--- config.mk ---
export PLATFORM = sky130hd
export DESIGN_NAME = axil_write_bridge
export DESIGN_NICKNAME = d
export VERILOG_FILES = /design/src/rtl/axil_write_bridge.sv
export SDC_FILE = /design/constraint.sdc
export NUM_CORES = 1
export LEC_CHECK = 0
export CELL_PAD_IN_SITES_DETAIL_PLACEMENT = 1
export CELL_PAD_IN_SITES_GLOBAL_PLACEMENT = 2
export CORE_MARGIN = 5
export CORE_UTILIZATION = 23
export DETAILED_ROUTE_END_ITERATION = 6
export PLACE_DENSITY = 0.81
export SLEW_MARGIN = 40
export SYNTH_ARGS = -nofsm -noshare
export SYNTH_HDL_FRONTEND = slang
export SYNTH_SLANG_ARGS = --single-unit
export TNS_END_PERCENT = 50
--- constraint.sdc ---
create_clock -name ACLK -period 4.7 [get_ports ACLK]
set_input_delay 0.94 -clock ACLK [delete_from_list [all_inputs] [get_ports ACLK]]
set_output_delay 0.94 -clock ACLK [all_outputs]
set_load 0.01 [all_outputs]
--- src/rtl/axil_write_bridge.sv ---
// axil_write_bridge: turns a flat master write request into an AXI4-Lite AW/W/B transaction to one of two slaves.
// Define AXIL_BRIDGE_TIMEOUT_EN to add a watchdog that aborts stalled transfers with SLVERR.
module axil_write_bridge #(
  parameter logic [31:0] ADDR1 = 32'h00110022,
  parameter logic [31:0] ADDR2 = 32'h11111111
`ifdef AXIL_BRIDGE_TIMEOUT_EN
  ,
  parameter int TIMEOUT = 16
`endif
) (
  input  logic        ACLK,
  input  logic        ARESET,
  input  logic [31:0] addr_in,
  input  logic [31:0] data_in,
  input  logic        valid_in,
  output logic        req_ready,
  output logic [1:0]  resp_out,
  output logic        resp_valid,
  output logic        slave_sel,
  output logic [31:0] AWADDR,
  output logic        AWVALID,
  input  logic        AWREADY,
  output logic [31:0] WDATA,
  output logic [3:0]  WSTRB,
  output logic        WVALID,
  input  logic        WREADY,
  input  logic [1:0]  BRESP,
  input  logic        BVALID,
  output logic        BREADY
);

  // The response phase is the registered resp_valid pulse; the FSM is already
  // back in IDLE during that cycle, so the next request is taken at its end.
  typedef enum logic [1:0] {IDLE, ADDR_DATA, WAIT_B} state_t;

  state_t state_reg;
  logic   addr_hit;
  logic   aw_done;
  logic   w_done;

  assign req_ready = (state_reg == IDLE) & ~ARESET;
  assign addr_hit  = (addr_in == ADDR1) || (addr_in == ADDR2);
  assign aw_done   = ~AWVALID | AWREADY;
  assign w_done    = ~WVALID | WREADY;

`ifdef AXIL_BRIDGE_TIMEOUT_EN
  localparam int TIMER_W = $clog2(TIMEOUT + 1);
  localparam logic [TIMER_W-1:0] TIMER_LAST = TIMER_W'(TIMEOUT - 1);
  logic [TIMER_W-1:0] timer_reg;
`endif

  always_ff @(posedge ACLK) begin
    if (ARESET) begin
      state_reg  <= IDLE;
      AWADDR     <= '0;
      WDATA      <= '0;
      WSTRB      <= '0;
      AWVALID    <= 1'b0;
      WVALID     <= 1'b0;
      BREADY     <= 1'b0;
      slave_sel  <= 1'b0;
      resp_out   <= 2'b00;
      resp_valid <= 1'b0;
`ifdef AXIL_BRIDGE_TIMEOUT_EN
      timer_reg  <= '0;
`endif
    end else begin
      resp_valid <= 1'b0;
`ifdef AXIL_BRIDGE_TIMEOUT_EN
      if (state_reg != IDLE) timer_reg <= timer_reg + 1'b1;
`endif
      case (state_reg)
        IDLE: begin
          if (valid_in) begin
            if (addr_hit) begin
              AWADDR    <= addr_in;
              WDATA     <= data_in;
              WSTRB     <= 4'hF;
              slave_sel <= (addr_in == ADDR2);
              AWVALID   <= 1'b1;
              WVALID    <= 1'b1;
              state_reg <= ADDR_DATA;
`ifdef AXIL_BRIDGE_TIMEOUT_EN
              timer_reg <= '0;
`endif
            end else begin
              // Unmapped address: answer DECERR without touching the bus.
              resp_out   <= 2'b11;
              resp_valid <= 1'b1;
            end
          end
        end
        ADDR_DATA: begin
          if (AWVALID && AWREADY) AWVALID <= 1'b0;
          if (WVALID && WREADY)   WVALID  <= 1'b0;
          if (aw_done && w_done) begin
            BREADY    <= 1'b1;
            state_reg <= WAIT_B;
          end
`ifdef AXIL_BRIDGE_TIMEOUT_EN
          else if (timer_reg >= TIMER_LAST) begin
            AWVALID    <= 1'b0;
            WVALID     <= 1'b0;
            resp_out   <= 2'b10;
            resp_valid <= 1'b1;
            state_reg  <= IDLE;
          end
`endif
        end
        WAIT_B: begin
          if (BVALID && BREADY) begin
            BREADY     <= 1'b0;
            resp_out   <= BRESP;
            resp_valid <= 1'b1;
            state_reg  <= IDLE;
          end
`ifdef AXIL_BRIDGE_TIMEOUT_EN
          else if (timer_reg >= TIMER_LAST) begin
            BREADY     <= 1'b0;
            resp_out   <= 2'b10;
            resp_valid <= 1'b1;
            state_reg  <= IDLE;
          end
`endif
        end
        default: state_reg <= IDLE;
      endcase
    end
  end

endmodule
Word-level counts from Yosys, hierarchy flattened
Cells that the tools add are included.

Bits in registers: 74. Input bits: 72. Output and inout port bits: 76. Logic and storage cells: 64.

Eq/ne operators: 11. Muxes and demuxes: 22. Bitwise logic cells: 6. Reductions and logical operators: 15.

Operators by type and width (count): == test 32 x 21 -> 1 bit, second input constant (1); == test 32 x 29 -> 1 bit, second input constant (1); AND reduction 4 bit (4); 2-to-1 mux 2 bit (7); != test 2 bit, second input constant (7); 2-to-1 mux 1 bit (9); one-hot mux 1 bit (2 select lines) (4); one-hot mux 2 bit (3 select lines) (1); AND reduction 3 bit (2); nonzero test 2 bit (3); logical AND 1 bit (4); one-hot mux 2 bit (2 select lines) (1); inverter 1 bit (3); == test 2 x 1 -> 1 bit, second input constant (1); == test 2 bit, second input constant (1); logical NOT 2 bit (1); OR 1 bit (2); AND 1 bit (1); logical OR 1 bit (1).

Logic depth before layout (Yosys ltp)
Depth in word-level cells: 5. Gate-level depth with buffers: 6. Mapped depth without buffers: 4.

Least setup slack after synthesis
Ideal clock, no wire load.

Path kind: input-to-output. Start point: input ARESET. End point: output req_ready. Data arrival time: 1609 ps. Data required time: 3760 ps. Setup slack: 2151 ps. Cell stages on the path: 3. Path buffers: 2. Cell sequence: clkbuf_1 clkbuf_1 nor3_1.

Longest elaborated chain between the ends: 2.

Ends and longest elaborated chain: from (decl) (RTL line 12) `input logic ARESET,`; inverter 1 bit (RTL line 41) `assign req_ready = (state_reg == IDLE) & ~ARESET;`; AND 1 bit (RTL line 41); to (decl) (RTL line 16) `output logic req_ready,`.

Every way passes these cells.

Worst setup path after layout
Same ends and word-level chain as after synthesis.

==> flow_summary.ini <==
[sta]
final.setup.tns_ns = 0
fmax_mhz = 325
fin_worst_skew_ns = 0.00538
relSlewSlack = 0.541
hold_viol = 0
min_period_over_period = 0.655
period_needed_ns = 3.08
rsz0062_at_grt = no
whs_ns = 0.454
setup_viol = 0
drv_slew = 0
tightest_slew_ns = 0.687

[setup_path]
critPathCaptureType = output pin
critPathMaxFanout = 2
crit_arrival_ns = 2.14
critPathSlowestCell = clkdlybuf4s50_1
critPathKind = in2out
rr_worst_depth = 4
slowest_delay_ns = 0.58
crit_top_cell = clkdlybuf4s50_1
cp_cell_sequence = clkdlybuf4s50_1 -> nor3_1 -> clkdlybuf4s50_1
crit_required_ns = 3.76
start_kind = primary input

[cts]
clock_sinks = 74
post_cts_resized = 0
cts_tree = done
clk_latency_ns = 0.33
cts-hold-fix-buffers = 0
cts_root_buf = clkbuf_16
numCtsBuffers = 9
postCtsSetupBuffers = 0
clkTransAtPathRegs_ns = 0.06
htree_levels = 3
cts_buffer_depth = 2

[drt]
drt_pass1_iterations = 4
vias_per_cell = 4.40
antenna_left = 0
drc_errors = 0
drt_iter0_drc = 80
via_count = 2545
wl_um = 8640
routedWlPerCell_um = 14.9

[synth]
synth_top_family_by_area = simple AND/OR/NAND/NOR gates
synth_warnings = 0
syn_area_sq_um = 2810
synth_top_cell_by_area = dfxtp_1
synth_compound_area_frac = 0.0571
synth-simple-area-share = 0.224
ys_ff_latch = 74
synth_ff_type = dfxtp_1
synth_edf_count = 0
synthMuxAreaShare = 0.147
synth_area_per_cell_sq_um = 9.78
synth_fa_ha_area_frac = 0
yosys-top-cells-area = dfxtp_1 (53%), mux2i_1 (14%), nand2_1 (11%)
syn_inst = 287
synth_sequential_area_ratio = 0.528
syn_nets = 359
synth_cell_types = 27
yosys.area_share.xor_xnor = 0
ys_async_sr_fraction = 0
synth_top_area_share = 0.528

[die]
core-area_sq_um = 12000
num_rows = 40
ios = 148
die_area_sq_um = 14500
die_w_um = 120
start_util = 0.234
die_y_um = 120

[pwr]
p_switching_w = 0.000313
power.internal_w = 0.00122
ir_drop_mv = 0.192
p_seq_frac = 0.412
switching_share = 0.205
clkPwrFrac = 0.524
p_comb_frac = 0.064
power_leakage_nw = 1.64
power_density_nw_per_um2 = 323

[finish]
final_common_cell = clkdlybuf4s50_1
final_cell_mix = clkdlybuf4s50_1 (147), nand2_1 (82), dfxtp_1 (74), mux2i_1 (40), nor3b_1 (22)
num-nets-final = 499
regArea_sq_um = 1480
diodes = 0
areaGrowthSynthToFinish_pct = 68.5
n_fill_cell = 1368
reg_top3 = AWADDR x32, WDATA x32
multi_input_comb_area_sq_um = 1200
drive_above_1_share = 0.0509

[grt]
gr-total-overflow = 0
grt_max_degree = 44
grt_pass1_wl_um = 13700
track_usage = 0.119
antenna_found_initial = 1
grt_pass1_vias = 2672

[flow_run]
max-cap-violations = 0

[place]
dp_hpwl_um = 6520
gp_congestion = 0.752
io_buffers = 147

[outcome]
status = finished clean

[min_path]
hold_depth = 2
hold_class = reg2reg
## metal layers
metal | GRT usage | up-vias | wire length [um]
met5 | 0 | - | 7
met4 | 0.0581 | 2 | 195
met1 | 0.138 | 1200 | 3690
li1 | - | 1249 | -
met3 | 0.0388 | 15 | 632
met2 | 0.196 | 79 | 4110
## logic make-up (layout without fill, tap and decap cells)
group | count (synthesis) | in the layout
AO/OA/AOI/OAI | 21 | 21
buffers and inverters | 25 | 170
flip-flops | 74 | 74
multiplexers | 41 | 41
AND/OR/NAND/NOR | 126 | 126
## power by group through the flow
stage          sequential (W)  clock (W)  combinational (W)
2_1_floorplan        0.000644          0          0.0000256
3_3_place_gp         0.000644          0          0.0000971
3_5_place_dp         0.000644          0          0.0000988
4_1_cts              0.000630   0.000827          0.0000994
5_1_grt              0.000630   0.000851           0.000106
6_report             0.000630   0.000802          0.0000974
## critical path, delay by kind of cell
kind | cells | cell delay [ns]
buf+inv | 2 | 1.03
simple gates | 1 | 0.17
## stage by stage
stage                     total power (W)  utilization  instance area, sq um  setup slack (ns)  cells
after global placement           0.000741        0.364                  4380              1.34    563
after CTS                         0.00156        0.394                  4730              1.60    579
after floorplan                  0.000670            -                  2810              2.15    287
final                             0.00153        0.394                  4730              1.62    579
after detailed placement         0.000743        0.364                  4380              1.31    563
after global routing              0.00159        0.394                  4730              1.50    579
## cell type report
class,instances,share of cell area
tap,147,0.0389
inverter,3,0.00238
clock buffer,9,0.0476
multi-input combinational,188,0.254
timing repair buffer,151,0.318
clock inverter,7,0.0265
sequential,74,0.313
## path summary, 6_finish.rpt
check | start | to | slack (ns)
worst max-delay path | ARESET | req_ready | 1.62
worst min-delay path | AWADDR[5] | AWADDR[5] | 0.45
worst max register to register | state_reg[1] | AWADDR[4] | 2.62
worst min register to register | AWADDR[5] | AWADDR[5] | 0.45
## synth_stat cells (3+ instances only)
library cell	instances
a21oi_1	8
dfxtp_1	74
nor4_1	4
buf_4	8
o21a_1	6
clkbuf_1	13
nand2_1	82
nor3b_1	22
mux2i_1	40
nor2b_1	3
nor4b_1	4
inv_1	3
Note: power is estimated with default switching activity, not from simulation.
